**src/rtl/pipeline_hazard_ctrl_if.sv**
```systemverilog
`default_nettype none
// ============================================================================
//  Module      : pipeline_hazard_ctrl_if
//  Description : Signal bundle between the 5-stage MIPS datapath and the
//                stall/flush sequencer. Hazard-detection inputs and the
//                pipeline-control outputs travel together.
//  Revision    : 1.0  initial release
// ============================================================================
interface pipeline_hazard_ctrl_if #(
  parameter int REG_AW = 5
);

  // Decode-stage operand information
  logic [REG_AW-1:0] id_rs;
  logic [REG_AW-1:0] id_rt;
  logic              id_uses_rs;
  logic              id_uses_rt;

  // Execute-stage producer information
  logic [REG_AW-1:0] ex_rd;
  logic              ex_mem_read;
  logic              ex_branch_taken;

  // Control-flow and multiply/divide decode flags
  logic              id_jump;
  logic              id_mdu_start;
  logic              id_mdu_read;

  // Pipeline control returned to the datapath
  logic              pc_en;
  logic              ifid_en;
  logic              ifid_flush;
  logic              idex_flush;
  logic              mdu_busy;

  // Datapath side: supplies hazard inputs, consumes control
  modport master (
    output id_rs, id_rt, id_uses_rs, id_uses_rt,
    output ex_rd, ex_mem_read, ex_branch_taken,
    output id_jump, id_mdu_start, id_mdu_read,
    input  pc_en, ifid_en, ifid_flush, idex_flush, mdu_busy
  );

  // Sequencer side: consumes hazard inputs, produces control
  modport slave (
    input  id_rs, id_rt, id_uses_rs, id_uses_rt,
    input  ex_rd, ex_mem_read, ex_branch_taken,
    input  id_jump, id_mdu_start, id_mdu_read,
    output pc_en, ifid_en, ifid_flush, idex_flush, mdu_busy
  );

endinterface : pipeline_hazard_ctrl_if
`default_nettype wire

```
**src/rtl/pipeline_hazard_ctrl.sv**
```systemverilog
`default_nettype none
// ============================================================================
//  Module      : pipeline_hazard_ctrl
//  Description : Stall/flush sequencer for a 5-stage MIPS pipeline.
//                Detects load-use hazards, taken branches and jumps, and
//                tracks a multi-cycle mult/div unit with a two-state FSM
//                plus down-counter. Drives PC/IF-ID enables and flushes.
//  Revision    : 1.0  initial release
// ============================================================================
module pipeline_hazard_ctrl #(
  parameter int MDU_LAT = 32,
  parameter int REG_AW  = 5
) (
  input  wire logic               clk,
  input  wire logic               rst,     // synchronous, active-low
  pipeline_hazard_ctrl_if.slave   hz_if
);

  // Counter must hold MDU_LAT-1; keep at least one bit for MDU_LAT == 1
  localparam int CNT_W = (MDU_LAT > 1) ? $clog2(MDU_LAT) : 1;
  localparam logic [CNT_W-1:0] c_CNT_INIT = CNT_W'(MDU_LAT - 1);
  localparam logic [CNT_W-1:0] c_CNT_ZERO = '0;
  localparam logic [REG_AW-1:0] c_REG_ZERO = '0;

  typedef enum logic [0:0] {
    S_RUN  = 1'b0,
    S_BUSY = 1'b1
  } state_t;

  state_t           r_state;
  state_t           w_state_nxt;
  logic [CNT_W-1:0] r_cnt;
  logic [CNT_W-1:0] w_cnt_nxt;

  logic w_lu;
  logic w_mh;
  logic w_stall;
  logic w_rs_hit;
  logic w_rt_hit;

  logic w_pc_en;
  logic w_ifid_en;
  logic w_ifid_flush;
  logic w_idex_flush;
  logic w_mdu_busy;

  // Load-use hazard: a load in EX writes a non-zero register that ID reads
  always_comb begin
    w_rs_hit = hz_if.id_uses_rs && (hz_if.id_rs == hz_if.ex_rd);
    w_rt_hit = hz_if.id_uses_rt && (hz_if.id_rt == hz_if.ex_rd);
    w_lu     = hz_if.ex_mem_read && (hz_if.ex_rd != c_REG_ZERO)
               && (w_rs_hit || w_rt_hit);
    // Any MDU access while a mult/div is in flight must wait for it
    w_mh     = (r_state == S_BUSY) && (hz_if.id_mdu_read || hz_if.id_mdu_start);
    w_stall  = w_lu || w_mh;
  end

  // State and countdown registers; reset returns to idle with a cleared count
  always_ff @(posedge clk) begin
    if (!rst) begin
      r_state <= S_RUN;
      r_cnt   <= c_CNT_ZERO;
    end else begin
      r_state <= w_state_nxt;
      r_cnt   <= w_cnt_nxt;
    end
  end

  // Next-state logic: issue from RUN, count down in BUSY
  always_comb begin
    w_state_nxt = r_state;
    w_cnt_nxt   = r_cnt;
    case (r_state)
      S_RUN: begin
        // A start held back by load-use is taken once the hazard clears;
        // a wrong-path start under a taken branch is discarded
        if (hz_if.id_mdu_start && !w_lu && !hz_if.ex_branch_taken) begin
          w_state_nxt = S_BUSY;
          w_cnt_nxt   = c_CNT_INIT;
        end
      end
      S_BUSY: begin
        // Taken branches do not abort: the issued mult/div is committed
        if (r_cnt != c_CNT_ZERO) begin
          w_cnt_nxt = r_cnt - 1'b1;
        end else begin
          w_state_nxt = S_RUN;
        end
      end
      default: begin
        w_state_nxt = S_RUN;
        w_cnt_nxt   = c_CNT_ZERO;
      end
    endcase
  end

  // Output priority: reset > branch > stall > jump > normal
  always_comb begin
    w_pc_en      = 1'b1;
    w_ifid_en    = 1'b1;
    w_ifid_flush = 1'b0;
    w_idex_flush = 1'b0;
    w_mdu_busy   = (r_state == S_BUSY);
    if (!rst) begin
      w_pc_en      = 1'b0;
      w_ifid_en    = 1'b0;
      w_ifid_flush = 1'b1;
      w_idex_flush = 1'b1;
      w_mdu_busy   = 1'b0;
    end else if (hz_if.ex_branch_taken) begin
      // ID holds a wrong-path instruction, so any stall it causes is moot
      w_ifid_flush = 1'b1;
      w_idex_flush = 1'b1;
    end else if (w_stall) begin
      // Freeze fetch/decode and inject a bubble; a pending jump retries
      w_pc_en      = 1'b0;
      w_ifid_en    = 1'b0;
      w_idex_flush = 1'b1;
    end else if (hz_if.id_jump) begin
      w_ifid_flush = 1'b1;
    end
  end

  assign hz_if.pc_en      = w_pc_en;
  assign hz_if.ifid_en    = w_ifid_en;
  assign hz_if.ifid_flush = w_ifid_flush;
  assign hz_if.idex_flush = w_idex_flush;
  assign hz_if.mdu_busy   = w_mdu_busy;

endmodule : pipeline_hazard_ctrl
`default_nettype wire

```
**src/flat_wrapper.sv**
```systemverilog
// flat-port wrapper written by rule: the top's interface ports become plain ports
module pipeline_hazard_ctrl_flat 
#(
  parameter int MDU_LAT = 32,
  parameter int REG_AW  = 5
)
  (clk, rst, hz_if_id_rs, hz_if_id_rt, hz_if_id_uses_rs, hz_if_id_uses_rt, hz_if_ex_rd, hz_if_ex_mem_read, hz_if_ex_branch_taken, hz_if_id_jump, hz_if_id_mdu_start, hz_if_id_mdu_read, hz_if_pc_en, hz_if_ifid_en, hz_if_ifid_flush, hz_if_idex_flush, hz_if_mdu_busy);
  pipeline_hazard_ctrl_if #(.REG_AW(REG_AW)) hz_if_i ();
  input  wire logic clk;
  input  wire logic rst;
  input wire logic [$bits(hz_if_i.id_rs)-1:0] hz_if_id_rs;
  input wire logic [$bits(hz_if_i.id_rt)-1:0] hz_if_id_rt;
  input wire logic [$bits(hz_if_i.id_uses_rs)-1:0] hz_if_id_uses_rs;
  input wire logic [$bits(hz_if_i.id_uses_rt)-1:0] hz_if_id_uses_rt;
  input wire logic [$bits(hz_if_i.ex_rd)-1:0] hz_if_ex_rd;
  input wire logic [$bits(hz_if_i.ex_mem_read)-1:0] hz_if_ex_mem_read;
  input wire logic [$bits(hz_if_i.ex_branch_taken)-1:0] hz_if_ex_branch_taken;
  input wire logic [$bits(hz_if_i.id_jump)-1:0] hz_if_id_jump;
  input wire logic [$bits(hz_if_i.id_mdu_start)-1:0] hz_if_id_mdu_start;
  input wire logic [$bits(hz_if_i.id_mdu_read)-1:0] hz_if_id_mdu_read;
  output wire logic [$bits(hz_if_i.pc_en)-1:0] hz_if_pc_en;
  output wire logic [$bits(hz_if_i.ifid_en)-1:0] hz_if_ifid_en;
  output wire logic [$bits(hz_if_i.ifid_flush)-1:0] hz_if_ifid_flush;
  output wire logic [$bits(hz_if_i.idex_flush)-1:0] hz_if_idex_flush;
  output wire logic [$bits(hz_if_i.mdu_busy)-1:0] hz_if_mdu_busy;
  assign hz_if_i.id_rs = hz_if_id_rs;
  assign hz_if_i.id_rt = hz_if_id_rt;
  assign hz_if_i.id_uses_rs = hz_if_id_uses_rs;
  assign hz_if_i.id_uses_rt = hz_if_id_uses_rt;
  assign hz_if_i.ex_rd = hz_if_ex_rd;
  assign hz_if_i.ex_mem_read = hz_if_ex_mem_read;
  assign hz_if_i.ex_branch_taken = hz_if_ex_branch_taken;
  assign hz_if_i.id_jump = hz_if_id_jump;
  assign hz_if_i.id_mdu_start = hz_if_id_mdu_start;
  assign hz_if_i.id_mdu_read = hz_if_id_mdu_read;
  assign hz_if_pc_en = hz_if_i.pc_en;
  assign hz_if_ifid_en = hz_if_i.ifid_en;
  assign hz_if_ifid_flush = hz_if_i.ifid_flush;
  assign hz_if_idex_flush = hz_if_i.idex_flush;
  assign hz_if_mdu_busy = hz_if_i.mdu_busy;
  pipeline_hazard_ctrl #(.MDU_LAT(MDU_LAT), .REG_AW(REG_AW)) u_core (.clk(clk), .rst(rst), .hz_if(hz_if_i));
endmodule
```
**config.mk**
```make
export PLATFORM = sky130hd
export DESIGN_NAME = pipeline_hazard_ctrl_flat
export DESIGN_NICKNAME = d
export VERILOG_FILES = /design/src/rtl/pipeline_hazard_ctrl_if.sv /design/src/rtl/pipeline_hazard_ctrl.sv /design/src/flat_wrapper.sv
export SDC_FILE = /design/constraint.sdc
export NUM_CORES = 1
export LEC_CHECK = 0
export CORE_UTILIZATION = 37
export CTS_CLUSTER_SIZE = 12
export DETAILED_ROUTE_END_ITERATION = 10
export PLACE_DENSITY = 0.78
export SYNTH_ARGS = -nofsm -noshare
export SYNTH_HDL_FRONTEND = slang
export SYNTH_SLANG_ARGS = --single-unit
```
**constraint.sdc**
```tcl
create_clock -name clk -period 1.6 [get_ports clk]
set_input_delay 0.16 -clock clk [delete_from_list [all_inputs] [get_ports clk]]
set_output_delay 0.16 -clock clk [all_outputs]
set_load 0.005 [all_outputs]
```
; Yosys cells after proc, flatten, opt, wreduce, memory -nomap -nowiden
; Cells that the tools add are included.
; Widths: inputs -> output; s select.
[classes]
addsub = 1
multipliers = 0
n_div = 0
magnitude_cmp = 0
n_eq_ne = 4
n_shift = 0
muxes = 17
bitwise_logic = 1
n_reduce_logical = 15
[ops]
columns = cell, n
row1 = $mux 1, 13
row2 = $eq 5x5->1, 2
row3 = $mux 5, 2
row4 = $pmux 5 s2, 1
row5 = $reduce_bool 5->1, 2
row6 = $logic_and 1x1->1, 7
row7 = $sub 5x1->5 const B, 1
row8 = $logic_or 1x1->1, 3
row9 = $logic_not 1->1, 2
row10 = $ne 2x1->1 const B, 1
row11 = $ne 2x2->1 const B, 1
row12 = $pmux 1 s2, 1
row13 = $reduce_and 2->1, 1
row14 = $not 1->1, 1
[word_totals]
register_bits = 6
latch_bits = 0
mem_bits_rw = 0
mem_bits_ro = 0
inputBits = 24
mem_count = 0

; Longest topological paths before layout
; Gate-level depths: netlist of the first run.
[logic_depth]
ltp_word = 9
mapped_depth = 6
mapped_depth_nobuf = 6

; Worst setup path before layout of the first run
; No wires, ideal clock.
[synth_timing]
path_kind = input -> output
from = input port hz_if_ex_rd[1]
to = output port hz_if_pc_en
t_arrival_ns = 1.322
path_slack_ns = 0.118
cell_stages = 6
path_buffers = 1
cell_sequence = or4_4 > o21ai_2 > inv_1 > a21oi_1 > o21a_1 > buf_4
[synth_between]
elab_chain_len = 8
elab_cells_between_ends = 12
[synth_lines]
columns = item, line_no
row1 = from (decl), flat_wrapper.sv:15  ; input wire logic [$bits(hz_if_i.ex_rd)-1:0] hz_if_ex_rd;
row2 = $eq 5x5->1 (on tied branches), "pipeline_hazard_ctrl.sv:49, pipeline_hazard_ctrl.sv:50"
row3 = $logic_and 1x1->1 (on tied branches), "pipeline_hazard_ctrl.sv:49, pipeline_hazard_ctrl.sv:50"
row4 = $logic_or 1x1->1, pipeline_hazard_ctrl.sv:52  ; && (w_rs_hit || w_rt_hit);
row5 = $logic_and 1x1->1 *, pipeline_hazard_ctrl.sv:52
row6 = $logic_or 1x1->1 *, pipeline_hazard_ctrl.sv:55  ; w_stall = w_lu || w_mh;
row7 = $mux 1 * (3 in series), n/a
row8 = to (decl), flat_wrapper.sv:21  ; output wire logic [$bits(hz_if_i.pc_en)-1:0] hz_if_pc_en;
; Mark *: on every way between the ends. The rest lies on a longest branch, timed or not.

; Worst setup path in the final report of the first run
[layout_timing]
from = input port hz_if_ex_rd[1]
to = output port hz_if_ifid_en
[layout_between]
elab_chain_len = 8
elab_cells_between_ends = 12
[layout_lines]
columns = item, line_no
row1 = $eq 5x5->1 (on tied branches), "pipeline_hazard_ctrl.sv:49, pipeline_hazard_ctrl.sv:50"
row2 = $logic_and 1x1->1 (on tied branches), "pipeline_hazard_ctrl.sv:49, pipeline_hazard_ctrl.sv:50"
row3 = $logic_or 1x1->1, pipeline_hazard_ctrl.sv:52
row4 = $logic_and 1x1->1 *, pipeline_hazard_ctrl.sv:52
row5 = $logic_or 1x1->1 *, pipeline_hazard_ctrl.sv:55
row6 = $mux 1 *, pipeline_hazard_ctrl.sv:114  ; end else if (w_stall) begin
row7 = $mux 1 *, pipeline_hazard_ctrl.sv:110  ; end else if (hz_if.ex_branch_taken) begin
row8 = $mux 1 *, pipeline_hazard_ctrl.sv:104  ; if (!rst) begin
row9 = to (decl), flat_wrapper.sv:22  ; output wire logic [$bits(hz_if_i.ifid_en)-1:0] hz_if_ifid_en;
; Marks and branches as above.

==> results of run 1 <==
-- registers in the layout, indices dropped and copies added, names as in the netlist --
register	count
u_core.r_cnt	5
u_core.r_state	1
-- layer usage --
layer,GRT usage,vias up,wire [microns]
met1,0.2271,281,694
met3,0.05114,0,117
met2,0.3934,20,834
met5,0,-,0
met4,0.1293,0,0
li1,-,314,-
-- worst paths after layout --
path              cells after the start              end  slack (ns)
hold / removal                        1  u_core.r_cnt[4]        0.53
setup / recovery                      8    hz_if_ifid_en       -0.11
setup reg to reg                      6  u_core.r_cnt[3]        0.15
hold reg to reg                       1  u_core.r_cnt[4]        0.53
-- timing repair --
action	CTS	global route
hold endpoints to repair	0	0
pin swaps	19	6
setup endpoints to repair	10	10
gates resized for setup	46	8
setup buffers	11	1
-- cell usage in the layout (no fill, tap or decap), types with 2 or more instances in the layout --
cell type        netlist  routed
nor3_1                 2       2
ha_1                   2       2
nor2_1                 6       6
nand3_1                2       2
nand2_1                6       6
buf_4                  1      15
dfxtp_1                6       6
nand4_1                2       2
buf_2                  1       5
xnor2_1               10       9
o211a_1                2       2
a32o_1                 2       2
clkbuf_4               0       3
buf_6                  0       3
dlygate4sd2_1          0       6
clkdlybuf4s15_1        0       3
inv_1                  5       5
clkdlybuf4s50_1        0       9
-- metrics by stage --
step | setup TNS [ns] | instances
after CTS | -0.07535 | 123
after detailed placement | -4.417 | 113
after floorplan | 0 | 63
after global placement | -4.321 | 113
after global routing | -0.4561 | 122
final | -0.2003 | 122
-- logic make-up (layout without fill, tap and decap cells) --
group / Yosys count / in the layout / synth area share
DFF: 6 / 6 / 0.2308
AOI/OAI and AO/OA: 14 / 14 / 0.2645
buffers and inverters: 8 / 52 / 0.06730
and+or+nand+nor: 23 / 23 / 0.2212
xor gates and xnor gates: 10 / 10 / 0.1683
adders and majority gates: 2 / 2 / 0.04807
-- cell type report --
class,instances,share of cell area
inverters,6,0.02413
flip-flops and latches,6,0.1287
clock buffers,3,0.02413
multi-input cells,49,0.4155
well taps,15,0.02011
repair buffers,43,0.3874
-- report_power, final --
group	switching [W]	total, W	internal (W)
sequential	0.0000177	0.000190	0.000172
clock	0.0000471	0.000131	0.0000843
combinational	0.000116	0.000259	0.000142
total	0.000181	0.000580	0.000399
==> metrics.cfg, run 1 <==
[synthesis]
synth_top_area_frac = 0.2308
synth_edf_count = 0
synth_area_leaders = dfxtp_1, xnor2_1, ha_1
synth-async-reset-ratio = 0
ys_warn_count = 0
synth_area_sq_um = 520.5
synth_area_leader_cell = dfxtp_1
postSynthAreaPerCell_sq_um = 8.262
ys_seq_area_frac = 0.2308
ys_types = 28
syn-num-nets = 89
ys.flop_type = dfxtp_1
synth.top_cells.by_count = xnor2_1, dfxtp_1, nand2_1, nor2_1, inv_1
ys_ff_latch = 6
yosysMostFrequentCell = xnor2_1
syn_inst = 63

[clocking]
clockBufferDepth = 2
cts_tree = yes
cts_root_buffer = clkbuf_4
cts-buffers-inserted = 3
htreeDepth = 1
clk_pin_slew_worst_paths_ns = 0.04
cts_hold_buf = 0
clock_latency_ns = 0.24
cts.sink_count = 6

[worst_setup_path]
path_delay_family = compound AO/OA/AOI/OAI gates
startpoint = hz_if_ex_rd[1]
critical_path.most_common_cell = buf_6
arrival_ns = 1.55
end_kind = primary output
cp_max_fo = 3
r2r_start = u_core.r_cnt[0]
crit_required_ns = 1.44
cpPeakStageDelay_ns = 0.52
cp_cell_sequence = buf_6 -> or4_4 -> o21ai_2 -> inv_1 -> a21oi_2 -> o21a_1 -> buf_4 -> buf_6
start_kind = input pin
critPathBufInv = 4
worst-setup-path-type = input pin to primary output
critPathSlowestCell = or4_4

[sta]
worst_pin_slew_ns = 0.2758
setup_viol = 4
hold_viol_final = 0
period_needed_ns = 1.714
report.final.slew_viol_count = 0
max_freq_ghz = 0.5834
slew_headroom = 0.8155
setup_slack_ns = -0.1140
fin_worst_skew_ns = 0.001134
fin_hold_ws_ns = 0.5296
finalCritPeriodShare = 1.071
rsz0062_at_grt = yes

[route]
wirelength_microns = 1646
first_pass_iters = 4
vias = 615
avgRoutedWirePerCell_microns = 13.49
via_per_inst = 5.041
route.detailed.drc = 0
antenna_left = 0
drt_iter0_drc = 4

[cells_and_area]
diodes = 0
design_area_sq_um = 933.4
layout.area.seq_sq_um = 120.1
final_util = 0.7173
fin_nets = 135
nFillCells = 104
multiInputGateArea_sq_um = 387.9
drive_gt1_frac = 0.3364
area_growth_pct = 79.33

[global_routing]
antenna_found_initial = 0
grt_max_degree = 7
grt_pass1_wl_microns = 2242
grtUsageTotal = 0.2197
grt_overflow = 0
grt_pass1_vias = 575

[floorplan]
core_sq_mm = 0.001301
rows = 13
die_w_microns = 39.51
die_y_microns = 39.51
start_util = 0.4000
ioPinCount = 29
die_area_sq_mm = 0.001561

[power_and_ir_drop]
power_w = 0.0005801
vdd_drop_max_uv = 419.7
leakagePower_nw = 0.4160
power_density_mw_per_mm2 = 621.5

[place]
port-buffer-count = 28
post_dp_cell_area_sq_um = 874.6
pre_cts_slack_ns = -0.7282
place_congestion = 0.7011
dp_hpwl_microns = 1170

[min_path]
min-delay-start = u_core.r_cnt[4]
hold_path_class = register to register

[run_status]
status = finished with violations
violations = setup timing

[run]
maxCapViolations = 0

Power figures use the tool's default switching activity.
==> run 2: changes to the inputs <==
Settings changed: TNS_END_PERCENT set to 10.
==> run 2 against run 1 <==
Against the previous run:
- the flow still finishes with violations (setup timing)
- sequential power about the same
- hold slack about the same
- die area did not move
- register-to-register slack lost 0.03 ns
- via count rose by 3.6%
- core utilization increased by 6.5 points
- first-iteration DRC count did not move
- global-route usage rose by 3.1 points
- critical path type unchanged
==> metrics.cfg, run 2 (synthesis results as in run 1) <==
[cells_and_area]
layout_commonest_cell = buf_4
drive_gt1_frac = 0.3945
regMostFlops = u_core.r_cnt
largest_register_ffs = 5
final_cell_mix = buf_4, buf_6, clkdlybuf4s50_1
diodes = 0
top_regs = u_core.r_cnt (5), u_core.r_state (1)
area_growth_pct = 95.67
fin_nets = 137

[min_path]
hold-path-endpoint = u_core.r_cnt[4]
hold_path_class = register to register
min-delay-start = u_core.r_cnt[4]
holdPathStages = 1

[power_and_ir_drop]
vdd_drop_max_uv = 420.2
leakagePower_nw = 0.4538
power_density_mw_per_mm2 = 601.1

[route]
wirelength_microns = 1881
first_pass_iters = 4
via_per_inst = 5.137
vias = 637
met3_length_microns = 123
top_layer_used = met4
route.detailed.drc = 0
drt_iter0_drc = 4
avgRoutedWirePerCell_microns = 15.17
antenna_left = 0
wl_met1_microns = 773
dr_wl_met2_microns = 943

[clocking]
cts-buffers-inserted = 3
clockBufferDepth = 2
cts.sink_count = 6
cts_tree = yes
cts_hold_buf = 0
clock_latency_ns = 0.24
clk_pin_slew_worst_paths_ns = 0.04
htreeDepth = 1
cts_root_buffer = clkbuf_4

[worst_setup_path]
critPathSlowestCell = or4_4
cp_cell_sequence = buf_6 -> or4_4 -> o21ai_4 -> inv_2 -> a21oi_4 -> o21a_1 -> buf_4 -> buf_6
end_kind = primary output
crit_required_ns = 1.44
arrival_ns = 1.57
r2r_start = u_core.r_cnt[0]
rr_endpoint = u_core.r_cnt[3]
critical_path.most_common_cell = buf_6
r2r_setup_slack_ns = 0.12
start_kind = input pin
worst-setup-path-type = input pin to primary output
cp_max_fo = 3
cpPeakStageDelay_ns = 0.55
reg2reg_depth = 6

[sta]
fin_hold_ws_ns = 0.5294
rsz0062_at_grt = yes
slew_headroom = 0.8144
period_needed_ns = 1.727
report.final.slew_viol_count = 0
hold_viol_final = 0
setup_slack_ns = -0.1273
finalCritPeriodShare = 1.080
max_freq_ghz = 0.5789
worst_pin_slew_ns = 0.2774
setup_viol = 8
fin_worst_skew_ns = 0.001136

[global_routing]
grt_pass1_vias = 617
grtUsageTotal = 0.2503
antenna_found_initial = 0
grt_pass1_wl_microns = 2518
grt_max_degree = 7
grt_overflow = 0

[floorplan]
die_w_microns = 39.51
die_y_microns = 39.51
core_sq_mm = 0.001301
die_area_sq_mm = 0.001561
ioPinCount = 29
start_util = 0.4000
rows = 13

[place]
pre_cts_slack_ns = -0.7282
dp_hpwl_microns = 1170
port-buffer-count = 28
place_congestion = 0.7011

[run_status]
status = finished with violations
violations = setup timing

[run]
maxCapViolations = 0

run 2: how the worst max path moves through the flow:
stage | startpoint | end | slack, ns | cells past startpoint
after floorplan | hz_if_ex_rd[1] | hz_if_pc_en | 0.12 | 6
after global placement | hz_if_ex_rd[1] | hz_if_ifid_en | -0.73 | 7
after detailed placement | hz_if_ex_rd[1] | hz_if_ifid_en | -0.73 | 7
after CTS | hz_if_ex_rd[2] | hz_if_ifid_en | -0.08 | 8
after global routing | hz_if_ex_rd[1] | hz_if_ifid_en | -0.16 | 8
final | hz_if_ex_rd[1] | hz_if_ifid_en | -0.13 | 8
run 2: metal layers:
layer | vias to the layer above | global-route usage
met2 | 26 | 0.4344
li1 | 318 | -
met4 | 0 | 0.1724
met3 | 6 | 0.06250
met1 | 287 | 0.2576
met5 | - | 0
run 2: what timing repair did:
| action | in CTS | in global routing |
|---|---|---|
| pin swaps | 20 | 14 |
| hold endpoints to repair | 0 | 0 |
| gates resized for setup | 48 | 21 |
| endpoints found under the setup margin | 10 | 11 |
| setup buffers | 11 | 0 |
| gates cloned | 0 | 0 |
run 2: stage by stage:
stage                     TNS (ns)  std cells  total power [W]  instance area (sq um)    util
after global routing       -0.6972        124        0.0006552                   1018  0.7827
final                      -0.4674        124        0.0006122                   1018  0.7827
after floorplan                  0         63        0.0003248                  520.5       -
after CTS                  -0.1168        124        0.0005939                  952.2  0.7317
after global placement      -4.321        113        0.0004374                  874.6  0.6721
after detailed placement    -4.417        113        0.0004438                  874.6  0.6721
run 2: critical path: cells and delay by family:
kind | cells | cell delay [ns]
AOI/OAI and AO/OA | 3 | 0.49
buffers and inverters | 4 | 0.36
and+or+nand+nor | 1 | 0.55
run 2: final cells by class:
type,count,area [sq um]
multi-input combinational,49,432.9
timing repair buffer,45,401.6
inverter,6,22.52
fill,94,282.8
tap,15,18.77
clock buffer,3,22.52
sequential,6,120.1
run 2: power by group:
group	leakage (nW)	switching, W	internal (W)
clock network	0.0138	0.0000470	0.0000843
logic	0.390	0.000131	0.000160
registers	0.0497	0.0000177	0.000172
total	0.454	0.000196	0.000417
==> run 3: changes to the inputs <==
Settings changed: CORE_MARGIN set to 4, TNS_END_PERCENT 10 to not set.
==> run 3 against run 2 <==
Against the previous run:
- the run now ends clean
- setup slack gained 0.16 ns
- die area grew 33%
- non-clock buffer count shrank 5
- final cell count shrank 4.0%
- critical path depth shrank 2
- first-iteration DRC count grew 50%
- maximum frequency grew 11%
- critical path type unchanged
==> metrics.cfg, run 3 (synthesis results as in run 1) <==
[sta]
finalCritPeriodShare = 0.9767
slew_headroom = 0.8034
rsz0062_at_grt = yes
report.final.slew_viol_count = 0
period_needed_ns = 1.563
max_freq_ghz = 0.6399
hold_viol_final = 0
setup_slack_ns = 0.03730
worst_pin_slew_ns = 0.2938
setup_viol = 0
fin_worst_skew_ns = 0.01045

[cells_and_area]
area_growth_pct = 71.63
fin_nets = 132
top_regs = u_core.r_cnt (5), u_core.r_state (1)
largest_register_ffs = 5
layout_commonest_cell = buf_4
final_util = 0.6781
drive_gt1_frac = 0.3173
diodes = 0
regMostFlops = u_core.r_cnt
design_area_sq_um = 893.4
final_cell_mix = buf_4, xnor2_1, clkdlybuf4s50_1, dlygate4sd2_1
instances_no_fill = 119

[global_routing]
grtUsageTotal = 0.1612
grt_overflow = 0
grt_pass1_vias = 590
grt_max_degree = 7
grt_pass1_wl_microns = 2504
antenna_found_initial = 0

[floorplan]
core_sq_mm = 0.001318
rows = 13
ioPinCount = 29
die_w_microns = 45.51
die_y_microns = 45.51
die_area_sq_mm = 0.002071
start_util = 0.3951

[power_and_ir_drop]
power_w = 0.0005706
leakagePower_nw = 0.3939
power_density_mw_per_mm2 = 638.7
vdd_drop_max_uv = 570.9

[min_path]
hold_path_class = register to register

[route]
wirelength_microns = 1497
first_pass_iters = 4
drt_iter0_drc = 6
antenna_left = 0
avgRoutedWirePerCell_microns = 12.58
vias = 598
route.detailed.drc = 0
via_per_inst = 5.025

[place]
place_inst = 113
port-buffer-count = 28
place_congestion = 0.8256
pre_cts_slack_ns = -0.7654
dp_hpwl_microns = 1175
post_dp_cell_area_sq_um = 874.6

[worst_setup_path]
cp_cell_sequence = clkdlybuf4s50_1 -> nand2_1 -> o22ai_2 -> a21oi_2 -> a211o_1 -> buf_2
r2r_setup_slack_ns = 0.17
start_kind = input pin
critPathSlowestCell = clkdlybuf4s50_1
arrival_ns = 1.40
critPathBufInv = 2
crit_required_ns = 1.44
cpPeakStageDelay_ns = 0.45
cp_max_fo = 3
worst-setup-path-type = input pin to primary output
path_delay_family = compound AO/OA/AOI/OAI gates
end_kind = primary output

[clocking]
cts_tree = yes
cts.sink_count = 6
cts_root_buffer = clkbuf_4
clockBufferDepth = 2
clk_pin_slew_worst_paths_ns = 0.04
cts-buffers-inserted = 3
clock_latency_ns = 0.25
htreeDepth = 1
cts_hold_buf = 0

[run]
maxCapViolations = 0

[run_status]
status = complete, no violations

run 3: layer usage:
layer,up-vias,track usage,part of all wire
met5,-,0,0
met4,0,0.03509,0.0053
met3,2,0.04743,0.094
li1,307,-,-
met2,22,0.2591,0.48
met1,267,0.2104,0.42
run 3: layout make-up:
class                      count  area, sq um
clock buffer                   3        22.52
fill                         108        424.2
multi-input combinational     49        380.4
inverter                       6        22.52
sequential                     6        120.1
timing repair buffer          40        329.1
tap                           15        18.77
run 3: through the flow:
stage / TNS (ns) / hold slack (ns)
2_1_floorplan: 0 / 0.4060
3_3_place_gp: -4.349 / 0.5147
3_5_place_dp: -4.563 / 0.5168
4_1_cts: -0.01236 / 0.5260
5_1_grt: -0.09889 / 0.5535
6_report: 0 / 0.5183
run 3: worst paths after layout:
path,from,end,cells past startpoint
max,hz_if_id_uses_rt,hz_if_ifid_flush,6
min,u_core.r_cnt[1],u_core.r_cnt[1],1
max reg2reg,u_core.r_cnt[2],u_core.r_cnt[3],5
min reg2reg,u_core.r_cnt[1],u_core.r_cnt[1],1
run 3: power breakdown:
part	total [W]	switching, W	leakage [nW]	internal [W]
clock network	0.000137	0.0000527	0.0138	0.0000847
registers	0.000190	0.0000176	0.0497	0.000172
logic	0.000243	0.000110	0.330	0.000134
run 3: what timing repair did:
item / 4_1_cts / 5_1_grt
gates resized for setup: 46 / 5
setup endpoints to repair: 10 / 9
pin swaps: 19 / 15
buffers inserted: 7 / 1
